===== config.mk =====
export PLATFORM = sky130hd
export DESIGN_NAME = bitty_core_p
export DESIGN_NICKNAME = d
export VERILOG_FILES = /design/src/rtl/bitty_core_p.sv
export SDC_FILE = /design/constraint.sdc
export NUM_CORES = 1
export LEC_CHECK = 0
export ABC_AREA = 1
export CAP_MARGIN = 20
export CORE_ASPECT_RATIO = 0.7
export CORE_MARGIN = 5
export CORE_UTILIZATION = 30
export CTS_CLUSTER_DIAMETER = 80
export DETAILED_ROUTE_END_ITERATION = 8
export GPL_TIMING_DRIVEN = 0
export PLACE_DENSITY_LB_ADDON = 0.15
export SLEW_MARGIN = 5
export SYNTH_ARGS = -nofsm -noshare
export SYNTH_HDL_FRONTEND = slang
export SYNTH_SLANG_ARGS = --single-unit

===== constraint.sdc =====
create_clock -name clk -period 3.8 [get_ports clk]
set_clock_uncertainty 0.05 [all_clocks]
set_input_delay 0.76 -clock clk [delete_from_list [all_inputs] [get_ports clk]]
set_output_delay 0.76 -clock clk [all_outputs]
set_load 0.01 [all_outputs]

===== src/rtl/bitty_core_p.sv =====
// Bitty multi-cycle core: fetch/load/execute/write-back over an 8-entry register file.
// Define BITTY_IMM_EN to decode the I-format (ir[1:0]=01); otherwise it is a reserved no-op.
module bitty_core_p #(
  parameter int DATA_W = 16
) (
  input  logic                clk,
  input  logic                rst,
  input  logic                run,
  input  logic [15:0]         instruction,
  output logic                done,
  output logic                busy,
  output logic [15:0]         ir,
  output logic [DATA_W-1:0]   reg_s,
  output logic [DATA_W-1:0]   reg_c,
  output logic                flag_c,
  output logic                flag_z,
  output logic [8*DATA_W-1:0] regs
);

  typedef enum logic [1:0] {IDLE, LOAD, EXEC, WB} state_e;

  state_e            state_q, state_d;
  logic [15:0]       ir_q, ir_d;
  logic [DATA_W-1:0] s_q, s_d, c_q, c_d;
  logic              fc_q, fc_d, fz_q, fz_d;
  logic [DATA_W-1:0] regs_q [8];
  logic [DATA_W-1:0] regs_d [8];

  logic [2:0]        rx;
  logic              fmtOk;
  logic [3:0]        aluSel;
  logic [DATA_W-1:0] aluB, aluRes;
  logic              aluCy;
`ifdef BITTY_IMM_EN
  logic [DATA_W-1:0] immExt;
`endif

  // Operand decode: fmtOk gates every architectural update so reserved formats are no-ops.
  always_comb begin
    rx     = ir_q[15:13];
    fmtOk  = (ir_q[1:0] == 2'b00);
    aluSel = ir_q[5:2];
    aluB   = regs_q[ir_q[12:10]];
`ifdef BITTY_IMM_EN
    immExt      = '0;
    immExt[7:0] = ir_q[12:5];
    if (ir_q[1:0] == 2'b01) begin
      fmtOk  = 1'b1;
      aluSel = {1'b0, ir_q[4:2]};
      aluB   = immExt;
    end
`endif
  end

  always_comb begin
    aluRes = s_q;
    aluCy  = 1'b0;
    case (aluSel)
      4'd0: {aluCy, aluRes} = {1'b0, s_q} + {1'b0, aluB};
      4'd1: begin
        aluRes = s_q - aluB;
        aluCy  = (s_q < aluB);
      end
      4'd2: aluRes = s_q & aluB;
      4'd3: aluRes = s_q | aluB;
      4'd4: aluRes = s_q ^ aluB;
      4'd5: aluRes = ~s_q;
      4'd6: begin
        aluRes = s_q << 1;
        aluCy  = s_q[DATA_W-1];
      end
      4'd7: begin
        aluRes = s_q >> 1;
        aluCy  = s_q[0];
      end
      4'd8: begin
        aluRes = '0;
        if (s_q > aluB)      aluRes[0] = 1'b1;
        else if (s_q < aluB) aluRes[1] = 1'b1;
      end
      default: aluRes = s_q;
    endcase
  end

  // WB can reissue directly, so the register write and the next IR capture share one edge.
  always_comb begin
    state_d = state_q;
    ir_d    = ir_q;
    s_d     = s_q;
    c_d     = c_q;
    fc_d    = fc_q;
    fz_d    = fz_q;
    regs_d  = regs_q;
    case (state_q)
      IDLE: begin
        if (run) begin
          ir_d    = instruction;
          state_d = LOAD;
        end
      end
      LOAD: begin
        s_d     = regs_q[rx];
        state_d = EXEC;
      end
      EXEC: begin
        if (fmtOk) begin
          c_d  = aluRes;
          fc_d = aluCy;
          fz_d = (aluRes == '0);
        end
        state_d = WB;
      end
      WB: begin
        if (fmtOk) regs_d[rx] = c_q;
        if (run) begin
          ir_d    = instruction;
          state_d = LOAD;
        end else begin
          state_d = IDLE;
        end
      end
      default: state_d = IDLE;
    endcase
  end

  always_ff @(posedge clk) begin
    if (rst) begin
      state_q <= IDLE;
      ir_q    <= '0;
      s_q     <= '0;
      c_q     <= '0;
      fc_q    <= 1'b0;
      fz_q    <= 1'b0;
      for (int i = 0; i < 8; i++) regs_q[i] <= '0;
    end else begin
      state_q <= state_d;
      ir_q    <= ir_d;
      s_q     <= s_d;
      c_q     <= c_d;
      fc_q    <= fc_d;
      fz_q    <= fz_d;
      regs_q  <= regs_d;
    end
  end

  assign done   = (state_q == WB);
  assign busy   = (state_q != IDLE);
  assign ir     = ir_q;
  assign reg_s  = s_q;
  assign reg_c  = c_q;
  assign flag_c = fc_q;
  assign flag_z = fz_q;

  for (genvar g = 0; g < 8; g++) begin : g_flat
    assign regs[g*DATA_W +: DATA_W] = regs_q[g];
  end

endmodule


==> metrics.md <==
| Metric | Value |
|---|---|
| Synthesized net count | 1,861 |
| Worst slew margin | 34.67% |
| CTS Sinks | 180 |
| Largest net degree at the start of global routing | 17 |
| Number of global-route vias before repair | 12,870 |
| Number of synthesized flops with an enable pin | 0 |
| Placer Congestion | roughly 0.97 |
| DPL Wire Length | roughly 49,000 µm |
| Worst Tran Pin Value | 0.9763 ns |
| Storage cell area | 3608 µm² |
| First-pass DRT Iterations | 9 |
| Gate count of the mapped netlist | 1,787 |
| Worst EP arrival | about 4 ns |
| Hold Crit Start | regs[56]$_SDFFE_PP0P_ |
| Crit path from | ir[10]$_SDFFE_PP0P_ |
| CTS buffer count | 17 |
| Die area | 42,060 µm² |
| Fin. max-slew vios | 0 |
| CTS tree | yes |
| GR peak layer | met1 |
| CTS Hold Bufs | 0 |
| Clock Latency Late Sink | 0.46 ns |
| Leak | 6.050 nW |
| Initial core utilization | between 30% and 40% |
| Critical Path Fanout Max | 10 |
| Total number of vias | 14,140 |
| Fin worst setup slack | ~0.08 ns |
| Routed len/inst | 24.86 µm |
| Ant diodes | 0 |
| Layout cells sized above 1 | 11.30% |
| Power density cells | 794.9 nW/µm² |
| Met2 GRT Util | approximately 37% |
| Worst vdd ir | 0.3649 mV |
| Startpoint types | register |
| CORE AREA | 37,350 µm² |
| Buffer depth of the longest clock path | 2 |
| Number of I/O pins | 199 |
| Clk pwr share | between 10% and 20% |
| Vias per cell | 5.623 |
| Hold Fails Final Rpt | 0 |
| GR met1 Demand/Resource | 43.19% |
| Synth Cell Area | 11,400 µm² |
| Initial antenna violation count | 1 |
| Reg clk slew, reported paths | approximately 0.07 ns |
| Comb power frac | 64.1% |
| Register bit total from synthesis | 180 |
| Chip width | 243.0 µm |
| Critical path required time | a little over 4 ns |
| Gr ovfl total | 0 |
| Die height | 173.1 µm |
| Register area share after synthesis | 31.61% |
| Synth cell types | 44 |
| Synthesis warning total | 0 |
| Most common cell after layout, fill and taps aside | o21ai_0 |
| Max Cap Violations | 0 |
| Min Tclk post-route | between 3 and 4 ns |
| Place WS | -1.173 ns |
| Outcome | finished, final reports clean |
| Syn avg cell area | 6.379 µm² |
| Critical R2R Launch | ir[10]$_SDFFE_PP0P_ |
| First-pass GRT wire length | 87,890 µm |
| Layout area overhead | 34.21% |
| Setup-failing EPs final | 0 |
| Clock root buffer | clkbuf_16 |
| Most frequent cells in the layout | o21ai_0, nand2_1, a21oi_1 |
| Internal power | 0.005647 W |
| Number of fillers in the final layout | 3,960 |
| Period utilisation layout | 97.85% |
| Met3 Use GR | under 10% |
| Reg power frac | 21.3% |
| Post-synth ARST share | 0% |
| Util after Layout | 40.96% |
| Worst hold path class | reg2reg |
| Detailed-route DRC error count | 0 |
| Antenna viol nets, final | 0 |
| Multi-input gate area | around 6900 µm² |
| P_sw | 0.006514 W |
| CP Class | reg2reg |
| H-tree level count | 4 |
| Fmax | about 0.27 GHz |
| Total GRT Usage | 27.85% |
| Row count | 59 |
| Iteration-0 DRC Markers | 1,834 |
| Setup crit end kind | register |
| Nets | 2,091 |
| Final WL | 62,510 µm |
| Switching share of power | 53.57% |
| Most used flip-flop cell after synthesis | dfxtp_1 |
| Port bufs | around 200 |
worst max-delay path, cell delays in order (launching register included):
cell	delay, ns
dfxtp_4	0.36
buf_4	0.12
buf_2	0.19
clkbuf_4	0.32
o21ai_0	0.13
o22ai_1	0.17
nand2_1	0.09
o21ai_2	0.10
inv_1	0.08
ha_1	0.27
buf_4	0.17
inv_2	0.09
nand2_1	0.08
nand2_2	0.12
nand3_2	0.11
nand2_2	0.14
nand2_2	0.07
nand3_1	0.07
nand2_1	0.06
nand3_2	0.08
nand3_1	0.13
nor2_2	0.15
nand2_1	0.08
nor2_2	0.18
nand3_2	0.10
a21oi_2	0.13
per-layer routing:
layer | up-vias | part of all wire, %
met1 | 6844 | 48
met5 | - | 0
met2 | 832 | 39
met3 | 70 | 11
li1 | 6395 | -
met4 | 0 | 2.1
path summary, 6_finish.rpt:
path	cells after the start	endpoint	slack, ns
worst max-delay path	25	flag_z$_SDFFE_PP0P_	0.08
worst min-delay path	2	regs[56]$_SDFFE_PP0P_	0.46
worst max register to register	25	flag_z$_SDFFE_PP0P_	0.08
worst min register to register	2	regs[56]$_SDFFE_PP0P_	0.46
power groups by stage:
stage	Sequential (W)	Clock (W)	Combinational [W]
detailed placement	0.00260	0	0.00649
global placement	0.00261	0	0.00650
CTS	0.00257	0.00177	0.00669
finish	0.00259	0.00178	0.00780
global route	0.00261	0.00186	0.00834
floorplan	0.00251	0	0.00388
what timing repair did:
action                                  CTS  global route
cloned                                    0             2
endpoints found under the setup margin   17             7
hold endpoints to repair                  0             0
resized for setup                        74           144
pin swaps                                 3            19
setup buffers                             0            11
cells by family (layout without fill, tap and decap cells):
logic type | after synthesis | in the layout | synth area share [%]
fa+ha+maj | 55 | 55 | 6.168
compound gates | 624 | 624 | 29.02
buf+inv | 350 | 590 | 11.88
flops | 180 | 180 | 31.61
simple gates | 578 | 578 | 21.33
synth_stat cells (2+ instances only):
| cell | number | area (µm²) |
|---|---|---|
| buf_4 | 3 | 22.52 |
| a2111oi_0 | 2 | 17.52 |
| a32o_1 | 2 | 20.02 |
| nand3_1 | 91 | 455.4 |
| fa_1 | 2 | 40.04 |
| buf_6 | 2 | 22.52 |
| o21ai_1 | 13 | 65.06 |
| a21oi_1 | 232 | 1161 |
| clkbuf_1 | 77 | 289.0 |
| o2111ai_1 | 4 | 35.03 |
| buf_2 | 10 | 50.05 |
| o32ai_1 | 3 | 26.28 |
| o211ai_1 | 6 | 45.04 |
| o221ai_1 | 8 | 70.07 |
| or2_1 | 3 | 18.77 |
| o22ai_1 | 11 | 68.82 |
| inv_2 | 18 | 67.56 |
| buf_1 | 10 | 37.54 |
| o21bai_1 | 5 | 37.54 |
| nor2_2 | 11 | 68.82 |
| nor2_1 | 187 | 701.9 |
| nand2_1 | 247 | 927.1 |
| dfxtp_1 | 180 | 3603 |
| inv_1 | 223 | 837.1 |
| a31oi_1 | 4 | 25.02 |
| a211oi_1 | 10 | 75.07 |
| nand3b_1 | 2 | 15.01 |
| a21oi_2 | 3 | 26.28 |
| nor2_4 | 2 | 22.52 |
| nand4_1 | 12 | 75.07 |
| a41oi_1 | 6 | 52.55 |
| nor4_1 | 3 | 18.77 |
| ha_1 | 53 | 663.1 |
| clkinv_1 | 6 | 22.52 |
| nand2_2 | 8 | 50.05 |
| nor3_1 | 8 | 40.04 |
| o21ai_0 | 313 | 1567 |
sequential cells by signal (all words and copies together) (netlist names):
signal   cells
reg_s       16
state_q      2
flag_z       1
ir          16
regs       128
flag_c       1
reg_c       16
through the flow:
step	instance area (µm²)	std cells	hold slack [ns]	TNS [ns]	total power (W)
final	15300	2515	0.4553	0	0.01216
after global routing	15300	2515	0.4665	-0.02884	0.01281
after CTS	14690	2501	0.4487	0	0.01103
after detailed placement	13980	2472	0.4387	-12.08	0.009098
after global placement	13980	2472	0.4410	-12.85	0.009111
after floorplan	11400	1787	0.4348	0	0.006396
cell type report:
| type | count | area share (%) |
|---|---|---|
| sequential | 180 | 23.59 |
| buffer | 102 | 3.533 |
| tap | 488 | 3.991 |
| clock inverter | 2 | 0.09814 |
| timing repair buffer | 211 | 13.78 |
| inverter | 248 | 6.174 |
| clock buffer | 27 | 3.549 |
| multi-input combinational | 1257 | 45.29 |
Note: power is estimated with default switching activity, not from simulation.
